`src/rtl/nibble_pair_serializer.sv`:
```
// Accepts one pair of 16-bit operands and streams their four nibble pairs,
// least-significant first, each beat carrying a running unsigned partial sum.
module nibble_pair_serializer #(
    parameter int PSUM_W = 8
) (
    input  logic              clk,
    input  logic              rst,
    input  logic              in_valid,
    output logic              in_ready,
    input  logic [15:0]       A,
    input  logic [15:0]       B,
    input  logic              flush,
    output logic              out_valid,
    input  logic              out_ready,
    output logic [3:0]        out_a_nib,
    output logic [3:0]        out_b_nib,
    output logic [1:0]        out_idx,
    output logic              out_last,
    output logic [PSUM_W-1:0] out_psum,
    output logic              busy
);

    typedef enum logic [0:0] {
        ST_IDLE = 1'b0,
        ST_SEND = 1'b1
    } state_t;

    state_t              state_q, state_d;
    logic [15:0]         a_q, a_d;
    logic [15:0]         b_q, b_d;
    logic [1:0]          idx_q, idx_d;
    logic [PSUM_W-1:0]   acc_q, acc_d;

    function automatic logic [3:0] nib_sel(input logic [15:0] word, input logic [1:0] idx);
        return word[{idx, 2'b00} +: 4];
    endfunction

    // Beat outputs decoded from the held operands; all data reads 0 while idle.
    always_comb begin
        in_ready  = 1'b1;
        out_valid = 1'b0;
        busy      = 1'b0;
        out_a_nib = 4'd0;
        out_b_nib = 4'd0;
        out_idx   = 2'd0;
        out_last  = 1'b0;
        out_psum  = {PSUM_W{1'b0}};
        case (state_q)
            ST_SEND: begin
                in_ready  = 1'b0;
                out_valid = 1'b1;
                busy      = 1'b1;
                out_a_nib = nib_sel(a_q, idx_q);
                out_b_nib = nib_sel(b_q, idx_q);
                out_idx   = idx_q;
                out_last  = (idx_q == 2'd3);
                // Max 8*15 = 120, so PSUM_W >= 7 never overflows.
                out_psum  = acc_q + PSUM_W'(nib_sel(a_q, idx_q)) + PSUM_W'(nib_sel(b_q, idx_q));
            end
            ST_IDLE: begin
                in_ready  = 1'b1;
                out_valid = 1'b0;
            end
            default: begin
                in_ready  = 1'b1;
                out_valid = 1'b0;
            end
        endcase
    end

    // Next-state logic: accept in IDLE, advance on beat transfer, flush wins over out_ready.
    always_comb begin
        state_d = state_q;
        a_d     = a_q;
        b_d     = b_q;
        idx_d   = idx_q;
        acc_d   = acc_q;
        case (state_q)
            ST_IDLE: begin
                if (in_valid && !flush) begin
                    state_d = ST_SEND;
                    a_d     = A;
                    b_d     = B;
                    idx_d   = 2'd0;
                    acc_d   = {PSUM_W{1'b0}};
                end else begin
                    state_d = ST_IDLE;
                end
            end
            ST_SEND: begin
                if (flush) begin
                    state_d = ST_IDLE;
                    idx_d   = 2'd0;
                    acc_d   = {PSUM_W{1'b0}};
                end else if (out_ready) begin
                    if (out_last) begin
                        state_d = ST_IDLE;
                        idx_d   = 2'd0;
                        acc_d   = {PSUM_W{1'b0}};
                    end else begin
                        idx_d   = idx_q + 2'd1;
                        acc_d   = out_psum;
                    end
                end else begin
                    state_d = ST_SEND;
                end
            end
            default: begin
                state_d = ST_IDLE;
                idx_d   = 2'd0;
                acc_d   = {PSUM_W{1'b0}};
            end
        endcase
    end

    // State and operand registers; reset drops any partial transfer immediately.
    always_ff @(posedge clk or posedge rst) begin
        if (rst) begin
            state_q <= ST_IDLE;
            a_q     <= 16'd0;
            b_q     <= 16'd0;
            idx_q   <= 2'd0;
            acc_q   <= {PSUM_W{1'b0}};
        end else begin
            state_q <= state_d;
            a_q     <= a_d;
            b_q     <= b_d;
            idx_q   <= idx_d;
            acc_q   <= acc_d;
        end
    end

endmodule

```
`config.mk`:
```
export PLATFORM = sky130hd
export DESIGN_NAME = nibble_pair_serializer
export DESIGN_NICKNAME = d
export VERILOG_FILES = /design/src/rtl/nibble_pair_serializer.sv
export SDC_FILE = /design/constraint.sdc
export NUM_CORES = 1
export LEC_CHECK = 0
export ABC_AREA = 1
export CAP_MARGIN = 20
export CORE_ASPECT_RATIO = 1.75
export CORE_MARGIN = 2
export CORE_UTILIZATION = 49
export DETAILED_ROUTE_END_ITERATION = 16
export GPL_TIMING_DRIVEN = 0
export PLACE_DENSITY = 0.8
export SLEW_MARGIN = 10
export SYNTH_ARGS = -nofsm -noshare
export SYNTH_HDL_FRONTEND = slang
export SYNTH_SLANG_ARGS = --single-unit
```
`constraint.sdc`:
```
create_clock -name clk -period 3.89 [get_ports clk]
set_input_delay 0.778 -clock clk [delete_from_list [all_inputs] [get_ports clk]]
set_output_delay 0.778 -clock clk [all_outputs]
set_load 0.05 [all_outputs]
```
[Word-level counts from Yosys, hierarchy flattened]
Cells that the tools add are included.
Cells by class
  equality and inequality tests: 3
  multiply operators: 0
  order comparisons: 0
  reductions and logical operators: 4
  multiplexer cells: 23
  bitwise operators: 1
  div/mod/pow operators: 0
  shifts and indexed selects: 2
  add/sub/neg operators: 3
Operator list (number)
  $mux 8: 5
  $shiftx 16x5->4: 2
  $add 8x4->8: 2
  $pmux 8 s2: 1
  $mux 2: 5
  $mux 4: 2
  $mux 1: 6
  $pmux 1 s2: 3
  $pmux 2 s2: 1
  $reduce_and 2->1: 2
  $ne 3x3->1 const B: 1
  $add 2x1->2 const B: 1
  $eq 2x2->1 const B: 1
  $ne 2x2->1 const B: 1
  $logic_and 1x1->1: 1
  $logic_not 1->1: 1
  $not 1->1: 1
Storage, ports and cells
  memories: 0
  latch bits: 0
  memory bits (writable): 0
  bits in read-only memories: 0
  input port bits: 37
  register bits: 43
  logic and storage cells: 41

[Depth between registers and ports, before layout]
  word-level depth: 8
  mapped depth: 14

[Worst setup path before layout]
No wires, ideal clock.
  kind: register -> output
  start: reg idx_q[0]
  end: out out_psum[7]
  setup slack: 116 ps
  arrival time: 2996 ps
  cell stages (with the launch flop): 14
  path through: dfrtp_1 inv_1 buf_2 nand2_1 o211ai_1 nand2_1 fa_1 ha_1 fa_1 nand3_1 nand2_1 nand4_1 nand2_1 nor2_1
Between the ends
  longest elaborated chain between the ends: 4
  elaborated cells on any way between the ends: 5
  classes of those cells: add/sub (2); shift (2); mux (1)
Ends and longest elaborated chain
  start: declaration: line 31  | logic [1:0] idx_q, idx_d;
  start signal: assignment: line 128  | idx_q <= idx_d;
  $shiftx 16x5->4: line 35  | return word[{idx, 2'b00} +: 4];
  $add 8x4->8: line 58  | out_psum = acc_q + PSUM_W'(nib_sel(a_q, idx_q)) + PSUM_W'(nib_sel(b_q, idx_q));
  $add 8x4->8 *: line 58
  $mux 8 *: line 48  | case (state_q)
  end: declaration: line 19  | output logic [PSUM_W-1:0] out_psum,
Mark *: on every way between the ends. The rest lies on a longest branch, timed or not.

[Worst setup path in the final report]
  start: reg idx_q[0]
  end: out out_psum[3]
The elaborated chain is that of the path after synthesis.

==> run_summary.xml <==
<?xml version="1.0" encoding="UTF-8"?>
<metrics>
  <group name="status">
    <metric name="run_status" unit="">completed</metric>
  </group>
  <group name="critical_path">
    <metric name="worstSetupPathType" unit="">reg -&gt; out</metric>
    <metric name="critPathSlowestCell" unit="">fa_1</metric>
    <metric name="cp.required" unit="ps">3110</metric>
    <metric name="cp.depth" unit="">10</metric>
    <metric name="ordered_list_of_cells_on_the_worst_path" unit="">inv_2, buf_6, o211ai_1, nand2_1, fa_1, ha_4, fa_2, a21oi_1, o21a_1, clkbuf_4</metric>
    <metric name="worst_path_largest_cell_delay" unit="ps">490</metric>
    <metric name="worst_r2r_path_depth" unit="">12</metric>
    <metric name="regToRegStartpoint" unit="">idx_q[0]$_DFFE_PP0P_</metric>
    <metric name="kind_of_cell_with_the_highest_combined_delay_on_the_critical_path" unit="">adder cells</metric>
    <metric name="timing.critical_path.buf_inv" unit="">3</metric>
    <metric name="worst_setup_path_end_kind" unit="">output port</metric>
    <metric name="critical_path.startpoint" unit="">idx_q[0]$_DFFE_PP0P_</metric>
    <metric name="timing.critical_path.arrival" unit="ps">3040</metric>
    <metric name="critical_path.max_fanout" unit="">10</metric>
    <metric name="startpoint_type_of_the_worst_setup_path" unit="">flop</metric>
  </group>
  <group name="clocking">
    <metric name="cts_tree" unit="">built</metric>
    <metric name="clkLatencyLatePin" unit="ps">300</metric>
    <metric name="cts-htree-levels" unit="">2</metric>
    <metric name="ctsLongestPathBuffers" unit="">2</metric>
    <metric name="cts.reportedPaths.clkPinSlew" unit="ps">80</metric>
    <metric name="root_buffer" unit="">clkbuf_8</metric>
    <metric name="cts-hold-fix-buffers" unit="">0</metric>
    <metric name="cts_buffers" unit="">5</metric>
    <metric name="cts.sink_count" unit="">43</metric>
  </group>
  <group name="worst_hold_path">
    <metric name="hp-start" unit="">b_q[12]$_DFFE_PP0P_</metric>
    <metric name="hold_depth" unit="">1</metric>
    <metric name="worst_hold_path_type" unit="">reg -&gt; reg</metric>
  </group>
  <group name="timing">
    <metric name="setup_viol" unit="">0</metric>
    <metric name="final_period_minus_worst_setup_slack" unit="ps">3820</metric>
    <metric name="pin_slew_with_the_least_headroom_to_its_limit" unit="ps">632</metric>
    <metric name="timing_max_transition_violations_final" unit="">0</metric>
    <metric name="relSlewSlack" unit="%">57.9</metric>
    <metric name="fin_ws" unit="ps">72.3</metric>
    <metric name="share_of_the_cycle_needed_by_the_critical_path_after_routing" unit="%">98.1</metric>
    <metric name="final.setup_skew" unit="ps">12.4</metric>
    <metric name="rsz0062_at_grt" unit="">yes</metric>
    <metric name="timing_hold_violations_final" unit="">0</metric>
    <metric name="timing.fmax" unit="GHz">0.262</metric>
  </group>
  <group name="detailed_routing">
    <metric name="avgRoutedWirePerCell" unit="um">15.4</metric>
    <metric name="wl" unit="um">5890</metric>
    <metric name="antenna_left" unit="">0</metric>
    <metric name="drc" unit="">0</metric>
    <metric name="avgViaCountPerCell" unit="">5.41</metric>
    <metric name="num_vias" unit="">2073</metric>
    <metric name="firstDrtPassIters" unit="">4</metric>
    <metric name="drt_first_iter_violations" unit="">69</metric>
  </group>
  <group name="power_and_ir_drop">
    <metric name="worst_ir_drop_vdd" unit="uV">531</metric>
    <metric name="total_power" unit="mW">1.89</metric>
    <metric name="power_density" unit="mW/mm^2">588</metric>
    <metric name="cellLeakagePower" unit="nW">1.53</metric>
  </group>
  <group name="logic_synthesis">
    <metric name="yosys-mux-area-fraction" unit="%">11.8</metric>
    <metric name="yosysSeqAreaShare" unit="%">45.2</metric>
    <metric name="netlist_instances" unit="">261</metric>
    <metric name="postSynthRegisterBits" unit="">43</metric>
    <metric name="ys_warn_count" unit="">0</metric>
    <metric name="avgSynthCellArea" unit="um^2">9.12</metric>
    <metric name="yosys.area_share.adder" unit="%">6.83</metric>
    <metric name="syn-cell-area" unit="mm^2">0.00238</metric>
    <metric name="share_of_the_synthesized_area_in_compound_gates_ao_oa_aoi_oai" unit="%">10.9</metric>
    <metric name="syn-num-nets" unit="">308</metric>
    <metric name="post_synth_xor_area_fraction" unit="%">0</metric>
    <metric name="synthDistinctLibCells" unit="">27</metric>
    <metric name="synth_top_family_by_area" unit="">simple AND/OR/NAND/NOR gates</metric>
    <metric name="synthSimpleGateAreaFrac" unit="%">17.4</metric>
  </group>
  <group name="placed_design">
    <metric name="post_dp_cell_area" unit="mm^2">0.00305</metric>
    <metric name="post-dp-hpwl" unit="um">4440</metric>
    <metric name="place.port_buffers" unit="">58</metric>
    <metric name="numPlacedInstances" unit="">372</metric>
    <metric name="gpl.final_weighted_congestion" unit="">0.874</metric>
    <metric name="pre_cts_slack" unit="ps">-409</metric>
  </group>
  <group name="finish">
    <metric name="diodes" unit="">0</metric>
    <metric name="layout.filler_cells" unit="">374</metric>
    <metric name="final_util" unit="%">69.0</metric>
    <metric name="post-route-cell-area" unit="mm^2">0.00322</metric>
    <metric name="sequential_cell_area" unit="mm^2">0.00108</metric>
    <metric name="design.final.nets" unit="">377</metric>
    <metric name="layout.cells.non_filler" unit="">383</metric>
    <metric name="syn_to_final_growth" unit="%">35.3</metric>
    <metric name="drive_above_1_share" unit="%">22.7</metric>
    <metric name="multi_input_gate_area_in_the_final_layout" unit="mm^2">0.00116</metric>
  </group>
  <group name="floorplanning">
    <metric name="core" unit="mm^2">0.00467</metric>
    <metric name="floorplan.die.width" unit="um">56.7</metric>
    <metric name="rows" unit="">33</metric>
    <metric name="die-height" unit="um">96.2</metric>
    <metric name="dieArea" unit="mm^2">0.00545</metric>
    <metric name="floorplan.io_pins" unit="">59</metric>
    <metric name="floorplan.initialDensity" unit="%">51.0</metric>
  </group>
  <group name="grt">
    <metric name="grt_pass1_wl" unit="um">9470</metric>
    <metric name="antenna_found_initial" unit="">0</metric>
    <metric name="globalRouteTotalUtil" unit="%">22.9</metric>
    <metric name="largest_net_degree_at_the_start_of_global_routing" unit="">26</metric>
    <metric name="globalRouteOverflowTotal" unit="">0</metric>
    <metric name="vias_in_the_first_global_route" unit="">2059</metric>
  </group>
  <group name="job">
    <metric name="max_cap_viol_count" unit="">0</metric>
  </group>
</metrics>
## repair_timing
item	4_1_cts	5_1_grt
endpoints found under the hold margin	0	0
gates resized for setup	39	32
pin swaps	0	9
setup endpoints to repair	7	7
buffers inserted	0	3
## worst register-to-register path: stages (launching register included)
cell	delay [ps]
dfrtp_1	440
inv_2	110
buf_6	160
o211ai_1	250
nand2_1	110
fa_1	490
ha_4	190
fa_2	400
nand3_2	100
buf_4	110
nand3_1	90
nand3_2	90
o22ai_2	60
## cell usage in the layout, fill, tap and decap left out, drive strengths merged
cell type / count
nand3b: 1
dlymetal6s2s: 1
o211ai: 4
inv: 31
o22ai: 1
dfrtp: 43
ha: 5
a22o: 1
clkbuf: 10
fa: 5
nand3: 10
nor2: 31
nand4: 5
o21ai: 19
nand2: 49
a21oi: 19
mux2: 25
clkdlybuf4s50: 51
clkinv: 1
o21a: 1
buf: 18
## metal layers
layer	part of all wire, %	track usage (%)
met5	0	0
met4	3.5	13.1
met3	3.1	3.49
met2	55	40.7
met1	38	25.8
## where the power goes
part | internal, mW | switching, mW | leakage (nW)
logic | 0.416 | 0.614 | 0.967
clock network | 0.126 | 0.145 | 0.0422
registers | 0.539 | 0.0526 | 0.519
## kinds of logic after synthesis
group           count (synthesis)
simple gates                   96
fa+ha+maj                      10
flops                          43
compound gates                 45
mux                            25
buf+inv                        42
## synth_stat cells (all sizes together)
| library cell | instances | area, um^2 |
|---|---|---|
| fa | 5 | 100 |
| nand2 | 49 | 186 |
| clkbuf | 1 | 3.75 |
| nand4 | 5 | 31.3 |
| o211ai | 4 | 30.0 |
| o22ai | 1 | 12.5 |
| buf | 10 | 63.8 |
| o21a | 1 | 7.51 |
| inv | 31 | 119 |
| nand3b | 1 | 7.51 |
| ha | 5 | 62.6 |
| o21ai | 19 | 106 |
| mux2 | 25 | 282 |
| a21oi | 19 | 95.1 |
| a22o | 1 | 8.76 |
| nor2 | 31 | 133 |
| dfrtp | 43 | 1080 |
| nand3 | 10 | 55.1 |
## final timing paths
| path | slack [ps] | end |
|---|---|---|
| setup / recovery | 70 | out_psum[3] |
| hold / removal | 500 | b_q[12]$_DFFE_PP0P_ |
| setup reg to reg | 1190 | acc_q[5]$_DFFE_PP0P_ |
| hold reg to reg | 500 | b_q[12]$_DFFE_PP0P_ |
| max in group asynchronous | 2610 | a_q[2]$_DFFE_PP0P_ |
| min in group asynchronous | 800 | acc_q[6]$_DFFE_PP0P_ |
## stage by stage
step	TNS, ps	hold slack, ps
final	0	501
after global placement	-1650	472
after global routing	-263	512
after floorplan	0	462
after CTS	0	505
after detailed placement	-1790	487
## area by class of cell
cell class / count / area share [%]
multi-input cells: 176 / 36.2
inverters: 31 / 3.69
repair buffers: 62 / 19.5
clock buffers: 7 / 2.37
well taps: 52 / 2.02
flip-flops and latches: 43 / 33.4
plain buffers: 11 / 2.68
clock inverters: 1 / 0.155
## flip-flops by register name, summed over array words and instances (netlist names)
| signal | count |
|---|---|
| a_q | 16 |
| state_q | 1 |
| acc_q | 8 |
| idx_q | 2 |
| b_q | 16 |
Note: power is estimated with default switching activity, not from simulation.
